`src/rtl/seg_scan_mux.sv`:
```
// seg_scan_mux: time-multiplexed digit scanner with a double-buffered display value.
// Optional feature: define SEG_SCAN_LEADING_ZERO_BLANK_EN to auto-blank leading zero digits.
module seg_scan_mux #(
    parameter int NUM_DIGITS  = 4,
    parameter int DATA_WIDTH  = 4,
    parameter int REFRESH_DIV = 1000
) (
    input  logic                             clk,
    input  logic                             rst,
    input  logic                             load,
    input  logic [NUM_DIGITS*DATA_WIDTH-1:0] value,
    input  logic [NUM_DIGITS-1:0]            blank_mask,
    output logic [DATA_WIDTH-1:0]            digit_data,
    output logic [NUM_DIGITS-1:0]            an,
    output logic                             frame_start,
    output logic                             pending
);
    localparam int PS_W  = $clog2(REFRESH_DIV);
    localparam int IDX_W = $clog2(NUM_DIGITS);
    localparam int VAL_W = NUM_DIGITS * DATA_WIDTH;

    localparam logic [PS_W-1:0]  PS_LAST  = PS_W'(REFRESH_DIV - 1);
    localparam logic [PS_W-1:0]  PS_ONE   = PS_W'(1);
    localparam logic [IDX_W-1:0] IDX_LAST = IDX_W'(NUM_DIGITS - 1);
    localparam logic [IDX_W-1:0] IDX_ONE  = IDX_W'(1);

    logic [PS_W-1:0]       prescaler;
    logic [IDX_W-1:0]      idx;
    logic [VAL_W-1:0]      active;
    logic [VAL_W-1:0]      shadow;
    logic                  tick;
    logic                  wrap;
    logic                  auto_blank;
    logic [DATA_WIDTH-1:0] digits [NUM_DIGITS];

    assign tick = (prescaler == PS_LAST);
    assign wrap = tick && (idx == IDX_LAST);

    // active only changes on the wrap tick, so a frame never mixes old and new digits
    always_ff @(posedge clk) begin
        if (rst) begin
            prescaler   <= '0;
            idx         <= '0;
            active      <= '0;
            shadow      <= '0;
            pending     <= 1'b0;
            frame_start <= 1'b0;
        end else begin
            // NOTE: non-blocking assignments so every register samples pre-edge values.
            prescaler   <= tick ? '0 : prescaler + PS_ONE;
            frame_start <= wrap;
            if (tick) begin
                idx <= wrap ? '0 : idx + IDX_ONE;
            end
            if (load && wrap) begin
                active  <= value;
                shadow  <= value;
                pending <= 1'b0;
            end else if (load) begin
                shadow  <= value;
                pending <= 1'b1;
            end else if (wrap && pending) begin
                active  <= shadow;
                pending <= 1'b0;
            end
        end
    end

    always_comb begin
        for (int i = 0; i < NUM_DIGITS; i++) begin
            digits[i] = active[i*DATA_WIDTH +: DATA_WIDTH];
        end
    end

`ifdef SEG_SCAN_LEADING_ZERO_BLANK_EN
    // zero_above[i]: digit i and every more-significant digit are zero
    logic [NUM_DIGITS-1:0] zero_above;

    always_comb begin
        zero_above = '0;
        zero_above[NUM_DIGITS-1] = (digits[NUM_DIGITS-1] == '0);
        for (int i = NUM_DIGITS - 2; i >= 0; i--) begin
            zero_above[i] = zero_above[i+1] && (digits[i] == '0);
        end
    end

    assign auto_blank = (idx != '0) && zero_above[idx];
`else
    assign auto_blank = 1'b0;
`endif

    assign digit_data = digits[idx];

    always_comb begin
        // NOTE: default first so no path leaves an unassigned (no latch).
        an = '1;
        if (!(blank_mask[idx] || auto_blank)) begin
            an[idx] = 1'b0;
        end
    end

endmodule

```
`config.mk`:
```
export PLATFORM = sky130hd
export DESIGN_NAME = seg_scan_mux
export DESIGN_NICKNAME = d
export VERILOG_FILES = /design/src/rtl/seg_scan_mux.sv
export SDC_FILE = /design/constraint.sdc
export NUM_CORES = 1
export LEC_CHECK = 0
export BUFFER_PORTS_ARGS = -buffer_cell sky130_fd_sc_hd__buf_2
export CAP_MARGIN = 5
export CORE_MARGIN = 2
export CORE_UTILIZATION = 28
export CTS_CLUSTER_SIZE = 24
export DETAILED_ROUTE_END_ITERATION = 16
export REMOVE_ABC_BUFFERS = 1
export SLEW_MARGIN = 20
export SYNTH_ARGS = -nofsm -noshare
export SYNTH_HDL_FRONTEND = slang
export SYNTH_SLANG_ARGS = --single-unit
```
`constraint.sdc`:
```
create_clock -name clk -period 4.7 [get_ports clk]
set_clock_uncertainty 0.2 [all_clocks]
set_input_delay 1.41 -clock clk [delete_from_list [all_inputs] [get_ports clk]]
set_output_delay 1.41 -clock clk [all_outputs]
set_load 0.01 [all_outputs]
```
==> flow_summary_export.csv <==
group,metric,value,unit
run_status,status,"completed",
clocking,cts_resized,0,
global_routing,antenna_found_initial,0,
sta,fin_crit_sh,82.8,%
sta,drv_slew,0,
cells_and_area,fin_area,2650,um2
sta,slew_headroom,47.7,%
placed_design,dp_hpwl,3.37,mm
detailed_routing,drt_iter0_markers,93,
setup_path,crit_path_max_fanout,4,
clocking,cts_tree,"yes",
detailed_routing,vias,1822,
cells_and_area,final_cell_mix,"dfxtp_1, buf_2, nor2_1, mux2i_1",
clocking,ctsHoldBuffers,0,
floorplanning,coreArea,8180,um2
global_routing,track_usage,11.7,%
cells_and_area,antennaDiodeCount,0,
floorplanning,io_pins,33,
cells_and_area,utilization,32.4,%
worst_hold_path,hold_path.class,"reg -> reg",
floorplanning,start_util,28.9,%
detailed_routing,finalWirelength,5.03,mm
logic_synthesis,async_flop_share,0,%
logic_synthesis,synthFlopType,"dfxtp_1",
detailed_routing,viasPerCell,5.13,
global_routing,grt.overflow.total,0,
clocking,clk_path_buf_depth,2,
placed_design,postPlaceCellArea,2540,um2
detailed_routing,drc,0,
floorplanning,die_area,9180,um2
logic_synthesis,synth_seq_cells,46,
cells_and_area,layout_commonest_cell,"dfxtp_1",
sta,worst_pin_slew,784,ps
setup_path,crit_path_end_kind,"output port",
setup_path,cp_data_arrival_time,2280,ps
placed_design,dp_slack,795,ps
sta,final_hold_viol_count,0,
setup_path,crit_top_cell,"buf_2",
sta,fmax,0.257,GHz
detailed_routing,dr.pass1.iters,4,
clocking,cts_sinks,46,
sta,hold_ws,267,ps
placed_design,port_buffers,32,
floorplanning,die_y,95.8,um
logic_synthesis,synth_area,2360,um2
logic_synthesis,yosysUniqueCellTypes,44,
logic_synthesis,syn-instance-count,229,
floorplanning,fp.dieW,95.8,um
cells_and_area,nets,277,
setup_path,critPathSlowestCell,"mux4_2",
logic_synthesis,ys.warnings.count,0,
cells_and_area,syn2layout_area_growth,12.1,%
global_routing,grt_max_degree,34,
clocking,insertion_delay,300,ps
setup_path,critPathRequiredTime,3090,ps
logic_synthesis,synth.yosys.seq_area_share,39.0,%
setup_path,crit_family,"multiplexers",
power_and_ir_drop,power.total,0.765,mW
logic_synthesis,avgSynthCellArea,10.3,um2
clocking,cts_made_buffers,5,
setup_path,crit_chain,"buf_2, mux4_2, nand2b_1, buf_2",
clocking,clk_pin_slew_worst_paths,80,ps
setup_path,worstSetupPathType,"in -> out",
global_routing,grt_pass1_wl,8.40,mm
clocking,htree_levels,2,
sta,fin_tns_setup,0,ps
detailed_routing,antenna_left,0,
detailed_routing,wl_per_cell,14.2,um
sta,fin_ws,807,ps
setup_path,slowest_delay,470,ps
clocking,cts_setup_buffers,0,
power_and_ir_drop,power_density,289,nW/um2
setup_path,worstSetupStartpointType,"primary input",
placed_design,dp_cells,347,
floorplanning,rows,33,
flow_run,cap_violations,0,
logic_synthesis,synth_edf_count,0,
global_routing,grt_pass1_vias,1769,
setup_path,critical_path_buf_inv_count,2,
placed_design,place.gp.congestion,0.769,
power_and_ir_drop,p_leak,0.940,nW
sta,setup_violations,0,
clocking,cts_root_buffer,"clkbuf_8",
cells_and_area,drive_above_1_share,32.0,%
sta,rsz0062_at_grt,"no",
sta,fin_crit,3890,ps
cells_and_area,final_cells,355,
power_and_ir_drop,ir_worst_vdd,0.000111,V
[logic make-up after synthesis]
group / count (synthesis) / synth area share (%)
compound gates: 62 / 20.8
buf+inv: 25 / 5.99
simple gates: 66 / 18.4
xor+xnor: 3 / 1.11
flops: 46 / 39.0
fa+ha+maj: 5 / 2.65
mux: 22 / 12.0
[per-layer routing]
layer	track usage, %	part of all wire [%]	up-vias
met5	0	0	-
met4	4.64	1.7	0
met3	2.98	4.8	5
met2	19.1	47	34
met1	14.6	46	876
li1	-	-	907
[cell type report]
type / instances / area (um2)
clock buffer: 5 / 68.8
clock inverter: 3 / 40.0
fill: 845 / 5530
timing repair buffer: 33 / 168
tap: 105 / 131
inverter: 5 / 18.8
multi-input combinational: 158 / 1300
sequential: 46 / 921
[state kept, by name (all words and copies together) (netlist names)]
signal       count
shadow          16
pending          1
active          16
prescaler       10
frame_start      1
idx              2
[power breakdown]
part | switching [mW] | internal [mW] | leakage [nW] | total (mW)
Sequential | 0.00842 | 0.400 | 0.375 | 0.409
Clock | 0.134 | 0.157 | 0.0579 | 0.290
Combinational | 0.0360 | 0.0295 | 0.507 | 0.0655
[cell usage after synthesis, types with 2 or more instances]
cell type   n  share of area (%)
buf_6       4                1.9
o31ai_1     4                1.3
inv_1       5               0.80
buf_2       5                1.1
a41oi_1    16                5.9
o22ai_1     2               0.53
o21ai_0    16                3.4
mux2i_1    17                7.2
dfxtp_1    46                 39
and3_1      2               0.53
a211oi_2    9                4.8
nand3_1     2               0.42
nand4_1     2               0.53
or3b_2     14                5.2
nand2_1     4               0.64
ha_1        5                2.7
xor2_1      2               0.74
buf_4       3               0.95
a211oi_1    7                2.2
clkbuf_1    7                1.1
a21oi_1     5                1.1
nor2_1     22                3.5
mux4_2      5                4.8
nand2b_1    5                1.3
[worst register-to-register path: cells and delay by family, from the launching register on]
kind	cells	cell delay, ps
flops	1	670
fa+ha+maj	1	290
simple gates	3	1290
[path summary, 6_finish.rpt]
check | startpoint | end | slack [ps] | cells after the start
max | blank_mask[2] | an[1] | 810 | 4
min | prescaler[0]$_SDFF_PP0_ | prescaler[0]$_SDFF_PP0_ | 270 | 1
max reg2reg | idx[0]$_SDFFE_PP0P_ | frame_start$_SDFF_PP0_ | 2200 | 4
min reg2reg | prescaler[0]$_SDFF_PP0_ | prescaler[0]$_SDFF_PP0_ | 270 | 1
(Power assumes the default switching activity.)
